**src/rtl/rf_write_arbiter_pkg.sv**
```systemverilog
// Shared constants and types for the register-file write arbiter.
package rf_write_arbiter_pkg;

  localparam int REG_ADDR_W = 5;
  localparam int XLEN       = 32;
  localparam int NUM_REGS   = 1 << REG_ADDR_W;

  localparam logic [REG_ADDR_W-1:0] REG_X0 = 5'd0;

  // Which requester owns the write port this cycle.
  typedef enum logic [1:0] {
    GRANT_NONE = 2'd0,
    GRANT_A    = 2'd1,
    GRANT_B    = 2'd2
  } grant_e;

  // One-hot register mask; x0 never appears because it is hard-wired to zero.
  function automatic logic [NUM_REGS-1:0] reg_onehot(input logic [REG_ADDR_W-1:0] addr);
    logic [NUM_REGS-1:0] v;
    v = '0;
    if (addr != REG_X0) begin
      v[addr] = 1'b1;
    end
    return v;
  endfunction

endpackage

```
**src/rtl/rf_write_arbiter_fifo.sv**
```systemverilog
// Small synchronous FIFO holding long-latency results until the write port is free.
// Head fields are visible combinationally so the arbiter can grant in the same cycle;
// per-entry valid/address vectors feed the pending-destination mask.
module rf_wb_fifo
  import rf_write_arbiter_pkg::*;
#(
  parameter int DEPTH = 2
) (
  input  logic                                 clk,
  input  logic                                 reset,
  input  logic                                 push_i,
  input  logic [REG_ADDR_W-1:0]                push_addr_i,
  input  logic [XLEN-1:0]                      push_data_i,
  input  logic                                 pop_i,
  output logic [REG_ADDR_W-1:0]                head_addr_o,
  output logic [XLEN-1:0]                      head_data_o,
  output logic                                 full_o,
  output logic                                 empty_o,
  output logic [DEPTH-1:0]                     entry_valid_o,
  output logic [DEPTH-1:0][REG_ADDR_W-1:0]     entry_addr_o
);

  localparam int PTR_W = (DEPTH > 1) ? $clog2(DEPTH) : 1;
  localparam int CNT_W = PTR_W + 1;

  logic [PTR_W-1:0]      wr_ptr_q, wr_ptr_d;
  logic [PTR_W-1:0]      rd_ptr_q, rd_ptr_d;
  logic [CNT_W-1:0]      count_q, count_d;
  logic [DEPTH-1:0]      valid_q, valid_d;
  logic [REG_ADDR_W-1:0] addr_mem [DEPTH];
  logic [XLEN-1:0]       data_mem [DEPTH];

  logic do_push;
  logic do_pop;

  assign full_o  = (count_q == CNT_W'(DEPTH));
  assign empty_o = (count_q == '0);
  assign do_push = push_i && !full_o;
  assign do_pop  = pop_i && !empty_o;

  assign head_addr_o = addr_mem[rd_ptr_q];
  assign head_data_o = data_mem[rd_ptr_q];

  // Pointer and occupancy next state; pointers wrap naturally since DEPTH is a power of 2.
  always_comb begin
    wr_ptr_d = wr_ptr_q;
    rd_ptr_d = rd_ptr_q;
    count_d  = count_q;
    if (do_push) begin
      wr_ptr_d = wr_ptr_q + PTR_W'(1);
    end
    if (do_pop) begin
      rd_ptr_d = rd_ptr_q + PTR_W'(1);
    end
    if (do_push && !do_pop) begin
      count_d = count_q + CNT_W'(1);
    end else if (!do_push && do_pop) begin
      count_d = count_q - CNT_W'(1);
    end
  end

  // Per-slot valid flags: the popped slot clears and the pushed slot sets at the same edge.
  generate
    for (genvar gi = 0; gi < DEPTH; gi++) begin : g_slot
      assign valid_d[gi] = (valid_q[gi] && !(do_pop && rd_ptr_q == PTR_W'(gi)))
                         || (do_push && wr_ptr_q == PTR_W'(gi));
      assign entry_valid_o[gi] = valid_q[gi];
      assign entry_addr_o[gi]  = addr_mem[gi];
    end
  endgenerate

  // Control state; reset discards every buffered entry.
  always_ff @(posedge clk or posedge reset) begin
    if (reset) begin
      wr_ptr_q <= '0;
      rd_ptr_q <= '0;
      count_q  <= '0;
      valid_q  <= '0;
    end else begin
      wr_ptr_q <= wr_ptr_d;
      rd_ptr_q <= rd_ptr_d;
      count_q  <= count_d;
      valid_q  <= valid_d;
    end
  end

  // Payload storage; contents are qualified by valid_q so it needs no reset.
  always_ff @(posedge clk) begin
    if (do_push) begin
      addr_mem[wr_ptr_q] <= push_addr_i;
      data_mem[wr_ptr_q] <= push_data_i;
    end
  end

endmodule

```
**src/rtl/rf_write_arbiter.sv**
```systemverilog
// Shares the register file's single write port between the writeback stage (A) and
// a long-latency unit (B). B results are buffered and drained when A is idle, when
// the head has starved, or when the head must land before a younger A write to the
// same register. Exports a mask of destinations still waiting in the buffer.
module rf_write_arbiter
  import rf_write_arbiter_pkg::*;
#(
  parameter int FIFO_DEPTH   = 2,
  parameter int STARVE_LIMIT = 4
) (
  input  logic                  clk,
  input  logic                  reset,
  input  logic                  a_valid,
  input  logic [REG_ADDR_W-1:0] a_addr,
  input  logic [XLEN-1:0]       a_data,
  output logic                  a_ready,
  input  logic                  b_valid,
  input  logic [REG_ADDR_W-1:0] b_addr,
  input  logic [XLEN-1:0]       b_data,
  output logic                  b_ready,
  output logic                  write_en,
  output logic [REG_ADDR_W-1:0] write_addr,
  output logic [XLEN-1:0]       write_value,
  output logic [NUM_REGS-1:0]   pend_mask
);

  localparam int               STARVE_W   = 4;
  localparam logic [STARVE_W-1:0] STARVE_MAX = STARVE_W'(STARVE_LIMIT);

  logic [REG_ADDR_W-1:0]                head_addr;
  logic [XLEN-1:0]                      head_data;
  logic                                 fifo_full;
  logic                                 fifo_empty;
  logic [FIFO_DEPTH-1:0]                entry_valid;
  logic [FIFO_DEPTH-1:0][REG_ADDR_W-1:0] entry_addr;

  logic          hv;
  grant_e        grant;
  logic [STARVE_W-1:0] starve_q, starve_d;

  rf_wb_fifo #(
    .DEPTH(FIFO_DEPTH)
  ) u_fifo (
    .clk          (clk),
    .reset        (reset),
    .push_i       (b_valid && b_ready),
    .push_addr_i  (b_addr),
    .push_data_i  (b_data),
    .pop_i        (grant == GRANT_B),
    .head_addr_o  (head_addr),
    .head_data_o  (head_data),
    .full_o       (fifo_full),
    .empty_o      (fifo_empty),
    .entry_valid_o(entry_valid),
    .entry_addr_o (entry_addr)
  );

  assign hv = !fifo_empty;

  // Fixed-priority grant: starved head, then older same-destination head, then A, then B.
  always_comb begin
    grant = GRANT_NONE;
    if (reset) begin
      grant = GRANT_NONE;
    end else if (hv && starve_q == STARVE_MAX) begin
      grant = GRANT_B;
    end else if (hv && a_valid && head_addr == a_addr && a_addr != REG_X0) begin
      grant = GRANT_B;
    end else if (a_valid) begin
      grant = GRANT_A;
    end else if (hv) begin
      grant = GRANT_B;
    end
  end

  // Output mux to the register file; x0 writes complete their handshake but stay off the port.
  always_comb begin
    write_addr  = '0;
    write_value = '0;
    case (grant)
      GRANT_A: begin
        write_addr  = a_addr;
        write_value = a_data;
      end
      GRANT_B: begin
        write_addr  = head_addr;
        write_value = head_data;
      end
      default: begin
        write_addr  = '0;
        write_value = '0;
      end
    endcase
    write_en = (grant != GRANT_NONE) && (write_addr != REG_X0);
  end

  assign a_ready = !((grant == GRANT_B) && a_valid);
  // Full-based only, so a same-cycle pop never creates a ready->valid combinational path.
  assign b_ready = !fifo_full && !reset;

  // Starvation counter: counts cycles the head loses, saturating at the limit.
  always_comb begin
    starve_d = starve_q;
    if (grant == GRANT_B || !hv) begin
      starve_d = '0;
    end else if (starve_q != STARVE_MAX) begin
      starve_d = starve_q + STARVE_W'(1);
    end
  end

  // Starvation counter register.
  always_ff @(posedge clk or posedge reset) begin
    if (reset) begin
      starve_q <= '0;
    end else begin
      starve_q <= starve_d;
    end
  end

  // Pending-destination mask built from the FIFO's registered slot state.
  always_comb begin
    pend_mask = '0;
    for (int i = 0; i < FIFO_DEPTH; i++) begin
      if (entry_valid[i]) begin
        pend_mask = pend_mask | reg_onehot(entry_addr[i]);
      end
    end
  end

endmodule

```
**config.mk**
```make
export PLATFORM = sky130hd
export DESIGN_NAME = rf_write_arbiter
export DESIGN_NICKNAME = d
export VERILOG_FILES = /design/src/rtl/rf_write_arbiter_pkg.sv /design/src/rtl/rf_write_arbiter_fifo.sv /design/src/rtl/rf_write_arbiter.sv
export SDC_FILE = /design/constraint.sdc
export NUM_CORES = 1
export LEC_CHECK = 0
export BUFFER_PORTS_ARGS = -buffer_cell sky130_fd_sc_hd__buf_2
export CORE_AREA = 2 2 119 75
export CTS_BUF_LIST = sky130_fd_sc_hd__clkbuf_8
export DETAILED_ROUTE_END_ITERATION = 8
export DIE_AREA = 0 0 121 77
export GPL_ROUTABILITY_DRIVEN = 0
export GPL_TIMING_DRIVEN = 0
export PLACE_DENSITY = 0.81
export SLEW_MARGIN = 20
export SYNTH_ARGS = -nofsm -noshare
export SYNTH_HDL_FRONTEND = slang
export SYNTH_SLANG_ARGS = --single-unit
```
**constraint.sdc**
```tcl
create_clock -name clk -period 5.4 [get_ports clk]
set_clock_uncertainty 0.1 [all_clocks]
set_input_delay 1.08 -clock clk [delete_from_list [all_inputs] [get_ports clk]]
set_output_delay 1.08 -clock clk [all_outputs]
set_load 0.05 [all_outputs]
```
==> results.cfg, run 1 <==
[outcome]
status = completed

[setup_path]
path_cells = mux2_4 > or3_1 > a211oi_2 > a31oi_1 > ha_1 > nor2b_1 > a32o_1 > or4_1 > o21ba_1 > buf_2
critical_path_class = register to output port
worstRegToRegCells = 11
r2r_slack_ns = 1.90
cpLargestDelayFamily = simple AND/OR/NAND/NOR gates
crit_required_ns = 4.22
worst-path-buf-inv = 1
worst-path-stages = 10
critical_path_arrival_ns = 3.84
crit_end = write_en
r2r-end = u_fifo.count_q[1]
critPathMaxStageDelay_ns = 0.54
worstPathMaxFanout = 9
worstSetupStartpointType = register
slowest_stage = edfxtp_1
r2r_start = u_fifo.addr_mem[0][2]
end_kind = output port
crit_start = u_fifo.addr_mem[0][2]

[final_layout]
syn2layout_area_growth_pct = 26.7
multi_input_area_um2 = 1610
drive_gt1_frac = 0.353
finalNetCount = 578
num_antenna_cells = 0
n_fill_cell = 668
seq_area_um2 = 2470
postLayoutCellArea_um2 = 5310
finish.utilization = 0.645

[sta]
slew_violations = 0
final-hold-violation-count = 0
rsz0062_at_grt = no
worstMarginPinSlew_ns = 0.635
slew-limit-headroom = 0.576
hold_ws_ns = 0.444
fin_setup_tns_ns = 0
finalCriticalPeriod_ns = 5.02
min_period_over_period = 0.930
setup_violations = 0
fmax_mhz = 199

[logic_synthesis]
synth_edf_count = 74
synthArstFlopShare = 0.119
synthesis.area_um2 = 4190
ys_types = 43
yosysTopAreaCell = edfxtp_1
netlist_top_cells_count = edfxtp_1 (74), nor2_1 (41), a22oi_1 (32), mux2_1 (32), o22ai_1 (31)
ys.warnings.count = 0
netlist.area_leader.share = 0.530
ys_ff_latch = 84
synth_ff_type = edfxtp_1
yosysSeqAreaShare = 0.590
syn-mean-instance-area_um2 = 12.5
syn_nets = 418
syn_inst = 334
synth_area_leaders = edfxtp_1 (53%), mux2_1 (8.6%), dfrtp_1 (6.0%), a22oi_1 (5.7%), o22ai_1 (4.6%)
yosysMostFrequentCell = edfxtp_1

[floorplan]
initial_utilization = 0.509
io_pins = 150
die-width_um = 121
die-area_um2 = 9320
die_y_um = 77
rows = 26
core_area_um2 = 8230

[clock_network]
cts.path.max_buffers = 2
clk_latency_ns = 0.35
cts_setup_buffers = 0
htreeDepth = 3
root_buffer = clkbuf_8
clock-sinks = 84
ctsHoldBuffers = 0
clk_pin_slew_ns = 0.09
cts_buffers = 9
cts_tree = yes
cts.repair.resized = 0

[power_and_ir_drop]
power_mw = 2.19
power.share.clock = 0.183
switchingPower_mw = 0.900
power_frac_seq = 0.405
comb_power_share = 0.412
ir_drop_v = 0.000225
p_int_mw = 1.29
total_leakage_power_nw = 2.17
switching_share = 0.410
power_density_nw_per_um2 = 413

[drt]
first_pass_iters = 5
vias_per_cell = 5.66
drc = 0
ant_nets = 0
wl_per_cell_um = 17.1
drt_iter0_drc = 261
vias = 3459
wirelength_um = 10400

[run]
drv_cap = 0

[min_path]
hp-class = register to register
whs_path_depth = 1

[global_route]
antenna_found_initial = 0
gr-total-overflow = 0
grt_pass1_wl_um = 16100
grt_pass1_vias = 3286
track_usage = 0.226
grt_max_degree = 21

[placed_design]
place_area_um2 = 5130
hpwl_um = 7620
port_buffers = 148
## power by group through the flow
stage / Sequential, mW / Combinational [mW] / Clock (mW)
2_1_floorplan: 0.883 / 0.672 / 0
3_3_place_gp: 0.898 / 0.867 / 0
4_1_cts: 0.888 / 0.909 / 0.410
3_5_place_dp: 0.903 / 0.904 / 0
6_report: 0.889 / 0.903 / 0.400
5_1_grt: 0.900 / 0.975 / 0.437
## worst reg2reg max path, delay by kind of cell (launching register included)
family                   cells  cell delay [ns]
adder cells (fa/ha/maj)      2             0.45
multiplexers                 1             0.34
AND/OR/NAND/NOR              2             0.48
XOR/XNOR                     2             0.29
buffers and inverters        1             0.42
AO/OA/AOI/OAI                3             0.80
flip-flops                   1             0.54
## through the flow
stage	instances	worst slack, ns
3_5_place_dp	596	0.226
2_1_floorplan	334	0.260
6_report	611	0.377
3_3_place_gp	594	0.240
4_1_cts	612	0.185
5_1_grt	611	0.179
## logic make-up after synthesis
family,count (synthesis),synth area share
buffers and inverters,28,0.0275
flip-flops,84,0.590
AND/OR/NAND/NOR,82,0.100
other,1,0.000895
multiplexers,37,0.0991
adder cells (fa/ha/maj),6,0.0179
AO/OA/AOI/OAI,84,0.139
XOR/XNOR,12,0.0251
## flip-flops by register name, indices dropped and copies added, names as in the netlist
name,flops
u_fifo.data_mem,64
u_fifo.count_q,2
u_fifo.entry_valid_o,2
u_fifo.rd_ptr_q,1
u_fifo.wr_ptr_q,1
starve_q,4
u_fifo.addr_mem,10
## layout make-up
type / instances / share of cell area
flip-flops and latches: 84 / 0.466
multi-input cells: 222 / 0.304
repair buffers: 150 / 0.150
well taps: 112 / 0.0264
clock buffers: 9 / 0.0233
plain buffers: 20 / 0.0160
clock inverters: 7 / 0.00990
inverters: 7 / 0.00495
## layout by cell type (no fill, tap or decap), types with 2 or more instances in the layout
| master | count |
|---|---|
| o21ai_1 | 4 |
| o2bb2ai_1 | 3 |
| buf_16 | 2 |
| o22ai_1 | 31 |
| clkbuf_8 | 9 |
| nor2_1 | 40 |
| inv_1 | 6 |
| a31o_1 | 2 |
| xnor2_1 | 8 |
| mux2_1 | 32 |
| nand3b_1 | 11 |
| ha_1 | 6 |
| nand2b_1 | 3 |
| a31oi_1 | 2 |
| nand2_1 | 6 |
| a22oi_1 | 32 |
| nand3_1 | 5 |
| dfrtp_1 | 10 |
| clkinv_4 | 3 |
| or3b_1 | 5 |
| xor2_1 | 4 |
| or3_1 | 3 |
| mux2i_1 | 4 |
| clkinv_1 | 2 |
| edfxtp_1 | 74 |
| clkbuf_1 | 13 |
| buf_2 | 153 |
| a21oi_1 | 4 |
## routing by layer
| layer | wire length [µm] | up-vias | GRT usage | share of wire |
|---|---|---|---|---|
| met5 | 0 | - | 0 | 0 |
| met4 | 69 | 0 | 0.0535 | 0.0066 |
| met3 | 958 | 7 | 0.0670 | 0.092 |
| met2 | 4840 | 182 | 0.367 | 0.46 |
| met1 | 4570 | 1657 | 0.298 | 0.44 |
| li1 | - | 1613 | - | - |
## worst min path at each step
stage | slack [ns] | from | to
after floorplan | 0.38 | u_fifo.wr_ptr_q | u_fifo.entry_valid_o[0]
after global placement | 0.40 | u_fifo.wr_ptr_q | u_fifo.entry_valid_o[0]
after detailed placement | 0.44 | u_fifo.count_q[1] | u_fifo.count_q[1]
after CTS | 0.45 | u_fifo.count_q[1] | u_fifo.count_q[1]
after global routing | 0.48 | u_fifo.count_q[1] | u_fifo.count_q[1]
final | 0.44 | u_fifo.count_q[1] | u_fifo.count_q[1]
Note: power is estimated with default switching activity, not from simulation.
==> run 2, diff against run 1 <==
- CELL_PAD_IN_SITES_DETAIL_PLACEMENT: unset -> 0
- CELL_PAD_IN_SITES_GLOBAL_PLACEMENT: unset -> 2
- CORE_AREA: 2 2 119 75 -> 2 2 149 93
- DIE_AREA: 0 0 121 77 -> 0 0 151 95
==> run 2 against run 1 <==
Compared with the run above: global-route usage down 6.8 points; via count shrank 2.3%; maximum frequency shrank 1.2%; setup slack worse by 0.062 ns; combinational power rose by 1%; core utilization fell by 24 points; sequential cell count did not move; hold slack gained 0.014 ns; critical path depth is 1 higher; total power up 1.2%; highest routed layer is now met5.
==> results.cfg, run 2 (same netlist as run 1, synthesis figures left out) <==
[final_layout]
finalNetCount = 578
finalNonFillerCells = 674
finish.utilization = 0.410
top_regs = u_fifo.data_mem: 64 flops, u_fifo.addr_mem: 10 flops, starve_q: 4 flops
drive_gt1_frac = 0.357
num_antenna_cells = 0
seq_area_um2 = 2470
multi_input_area_um2 = 1610
n_fill_cell = 1315
final_cell_mix = buf_2 (153), edfxtp_1 (74), nor2_1 (40)
largest_register_ffs = 64
final_common_cell = buf_2
syn2layout_area_growth_pct = 28.4
regMostFlops = u_fifo.data_mem

[placed_design]
hpwl_um = 8250
dp.cells = 659
dp_worst_setup_slack_ns = 0.0511
port_buffers = 148

[sta]
slew-limit-headroom = 0.624
slew_violations = 0
rsz0062_at_grt = no
final-hold-violation-count = 0
fin_setup_tns_ns = 0
setup_violations = 0
min_period_over_period = 0.942
hold_ws_ns = 0.458
finalCriticalPeriod_ns = 5.08
setup_ws_ns = 0.316
fmax_mhz = 197
worstMarginPinSlew_ns = 0.564

[clock_network]
root_buffer = clkbuf_8
ctsHoldBuffers = 0
cts_setup_buffers = 0
htreeDepth = 3
cts.repair.resized = 0
cts_tree = yes
clock-sinks = 84
cts.path.max_buffers = 2
clk_pin_slew_ns = 0.09
clk_latency_ns = 0.36
cts_buffers = 9

[drt]
drc = 0
ant_nets = 0
vias = 3379
wl_per_cell_um = 16.8
drt_iter0_drc = 160
wirelength_um = 11300
vias_per_cell = 5.01
first_pass_iters = 4

[floorplan]
core_area_um2 = 13100
io_pins = 150
die_y_um = 95
initial_utilization = 0.319
die-area_um2 = 14300
rows = 33
die-width_um = 151

[setup_path]
worstRegToRegCells = 11
critical_path_arrival_ns = 3.90
critPathMaxStageDelay_ns = 0.54
end_kind = output port
r2r_slack_ns = 1.88
worstPathMaxFanout = 10
worstSetupStartpointType = register
path_cells = buf_2 > mux2i_1 > xor2_1 > and2_1 > a31oi_1 > ha_2 > nand2b_1 > o2bb2ai_1 > or4_1 > o21ba_1 > buf_2
cpMostUsedCell = buf_2
cpLargestDelayFamily = simple AND/OR/NAND/NOR gates
r2r_start = u_fifo.addr_mem[0][2]
worst-path-buf-inv = 2
crit_required_ns = 4.22
r2r-end = u_fifo.count_q[1]
critical_path_class = register to output port
slowest_stage = or4_1

[outcome]
status = completed

[min_path]
hold_start = u_fifo.count_q[1]
hold_end = u_fifo.count_q[1]
whs_path_depth = 1
hp-class = register to register

[power_and_ir_drop]
total_leakage_power_nw = 2.16
power_frac_seq = 0.399
power_density_nw_per_um2 = 412
comb_power_share = 0.412
power.share.clock = 0.189
switching_share = 0.416
switchingPower_mw = 0.924
ir_drop_v = 0.000149
p_int_mw = 1.29

[global_route]
grt_pass1_wl_um = 16700
grt.met2_usage = 0.233
grt-busiest-layer = met2
track_usage = 0.158
grt_max_degree = 26
grt_use_met1 = 0.223
gr-total-overflow = 0
use_met3 = 0.0531
antenna_found_initial = 1
grt_pass1_vias = 3204

[run]
drv_cap = 0
## run 2: worst max path at each step
stage	startpoint	endpoint	slack [ns]	depth (start not counted)
3_3_place_gp	a_addr[1]	write_en	0.08	12
2_1_floorplan	a_addr[2]	write_en	0.26	9
3_5_place_dp	a_addr[2]	write_en	0.05	11
6_report	u_fifo.rd_ptr_q	write_en	0.32	11
4_1_cts	u_fifo.rd_ptr_q	write_en	0.18	11
5_1_grt	u_fifo.rd_ptr_q	write_en	0.03	11
## run 2: worst register-to-register path, delay by kind of cell (launching register included)
kind | cells | cell delay [ns]
AO/OA/AOI/OAI | 3 | 0.83
flip-flops | 1 | 0.52
AND/OR/NAND/NOR | 2 | 0.49
adder cells (fa/ha/maj) | 2 | 0.45
buffers and inverters | 1 | 0.45
multiplexers | 1 | 0.33
XOR/XNOR | 2 | 0.29
## run 2: layout make-up
cell class,count,share of cell area
inverter,7,0.00488
multi-input combinational,222,0.300
clock inverter,7,0.0107
clock buffer,9,0.0230
tap,175,0.0407
timing repair buffer,150,0.145
buffer,20,0.0158
sequential,84,0.460
## run 2: through the flow
step | instance area, µm² | power [mW]
after floorplan | 4190 | 1.56
after global placement | 5150 | 1.79
after detailed placement | 5200 | 1.82
after CTS | 5380 | 2.24
after global routing | 5380 | 2.35
final | 5380 | 2.22
## run 2: routing by layer
layer / share of wire / vias to the layer above / routed length (µm)
met1: 0.48 / 1605 / 5450
met3: 0.085 / 11 / 964
met4: 0.0085 / 2 / 96
li1: - / 1622 / -
met5: 0.00062 / - / 7
met2: 0.42 / 139 / 4810
## run 2: power by group through the flow
stage	registers, mW	logic (mW)	clock network, mW
3_5_place_dp	0.901	0.919	0
5_1_grt	0.898	0.992	0.461
2_1_floorplan	0.883	0.672	0
4_1_cts	0.886	0.923	0.435
6_report	0.886	0.913	0.419
3_3_place_gp	0.898	0.895	0
==> run 3, diff against run 2 <==
- GPL_TIMING_DRIVEN: 0 -> 1
==> run 3 against run 2 <==
Compared with the run above: via count is 2.4% lower; hold slack got worse by 0.0086 ns; sequential power is essentially flat; global-route usage down 1.1 points; setup slack better by 0.072 ns; cell count decreased by 2.2%; final area fell by 1.1%; highest routed layer unchanged; critical path depth stayed put; core utilization is 0.46 points lower; first-iteration DRC count increased by 4.4%; maximum frequency rose by 1.4%; largest cell class unchanged.
==> results.cfg, run 3 (same netlist as run 1, synthesis figures left out) <==
[drt]
drt_iter0_drc = 167
wirelength_um = 10500
vias_per_cell = 5.01
first_pass_iters = 4
drc = 0
vias = 3299
wl_per_cell_um = 15.9
ant_nets = 0

[run]
drv_cap = 0

[final_layout]
syn2layout_area_growth_pct = 26.9
postLayoutCellArea_um2 = 5320
finish.utilization = 0.405
regMostFlops = u_fifo.data_mem
n_fill_cell = 1289
num_antenna_cells = 0
top_regs = u_fifo.data_mem: 64 flops, u_fifo.addr_mem: 10 flops, starve_q: 4 flops
largest_register_ffs = 64
finalNetCount = 563
finalNonFillerCells = 659
drive_gt1_frac = 0.366
final_cell_mix = buf_2 (148), edfxtp_1 (74), nor2_1 (40)
final_common_cell = buf_2

[clock_network]
clock-sinks = 84
clk_pin_slew_ns = 0.08
cts_tree = yes
htreeDepth = 3
cts.repair.resized = 0
cts_setup_buffers = 0
root_buffer = clkbuf_8
cts_buffers = 9
cts.path.max_buffers = 2
clk_latency_ns = 0.35
ctsHoldBuffers = 0

[sta]
setup_violations = 0
slew_violations = 0
fmax_mhz = 200
min_period_over_period = 0.928
fin_setup_tns_ns = 0
worstMarginPinSlew_ns = 0.953
finalCriticalPeriod_ns = 5.01
slew-limit-headroom = 0.365
setup_ws_ns = 0.388
rsz0062_at_grt = no
hold_ws_ns = 0.449
final-hold-violation-count = 0

[global_route]
grt_pass1_vias = 3061
gr-total-overflow = 0
antenna_found_initial = 1
grt_max_degree = 39
grt_pass1_wl_um = 15700
track_usage = 0.147

[setup_path]
critical_path_class = input pin to output port
worstSetupStartpointType = input pin
critical_path_arrival_ns = 3.83
crit_required_ns = 4.22
r2r_slack_ns = 2.08
end_kind = output port
worstPathMaxFanout = 10

[power_and_ir_drop]
ir_drop_v = 0.000133
power_frac_seq = 0.407
comb_power_share = 0.406
total_leakage_power_nw = 2.15
switchingPower_mw = 0.892
power.share.clock = 0.187
power_density_nw_per_um2 = 410
switching_share = 0.409
power_mw = 2.18
p_int_mw = 1.29

[floorplan]
io_pins = 150
core_area_um2 = 13100
die-area_um2 = 14300
die_y_um = 95
rows = 33
initial_utilization = 0.319
die-width_um = 151

[placed_design]
port_buffers = 148
dp_worst_setup_slack_ns = 0.411
dp.cells = 643
hpwl_um = 7840
place_area_um2 = 5140

[min_path]
hp-class = register to register

[outcome]
status = completed
[run 3: layout make-up]
cell class                      instances  area, µm²  share of cell area
Sequential cell                        84       2470               0.465
Multi-Input combinational cell        222       1610               0.303
Timing Repair Buffer                  155        806               0.151
Tap cell                              175        219              0.0412
Clock buffer                            9        124              0.0233
Clock inverter                          7       58.8              0.0111
Inverter                                7       26.3             0.00494
[run 3: power groups by stage]
stage / logic [mW] / clock network [mW] / registers (mW)
after floorplan: 0.672 / 0 / 0.883
after global placement: 0.879 / 0 / 0.899
after detailed placement: 0.894 / 0 / 0.903
after CTS: 0.898 / 0.426 / 0.888
after global routing: 0.963 / 0.451 / 0.903
final: 0.885 / 0.407 / 0.889
[run 3: worst paths after layout]
kind	start	to	depth (start not counted)
max	a_addr[0]	write_en	11
min	u_fifo.count_q[1]	u_fifo.count_q[1]	1
max reg2reg	u_fifo.addr_mem[0][2]	u_fifo.count_q[1]	10
min reg2reg	u_fifo.count_q[1]	u_fifo.count_q[1]	1
max in group asynchronous	reset	starve_q[1]	3
min in group asynchronous	reset	u_fifo.entry_valid_o[1]	2
[run 3: metal layers]
layer	track usage	up-vias	routed length, µm
met4	0.0460	2	102
met3	0.0662	12	1200
met5	0	-	13
met1	0.198	1545	5000
met2	0.213	157	4190
li1	-	1583	-
[run 3: worst max-delay path, cell delays in order]
cell      delay [ns]
buf_2           0.12
nor4_1          0.06
or3_1           0.32
a211oi_2        0.30
a31oi_1         0.17
ha_1            0.51
nor2b_1         0.15
a32o_1          0.24
or4_1           0.48
o21ba_1         0.20
buf_2           0.21
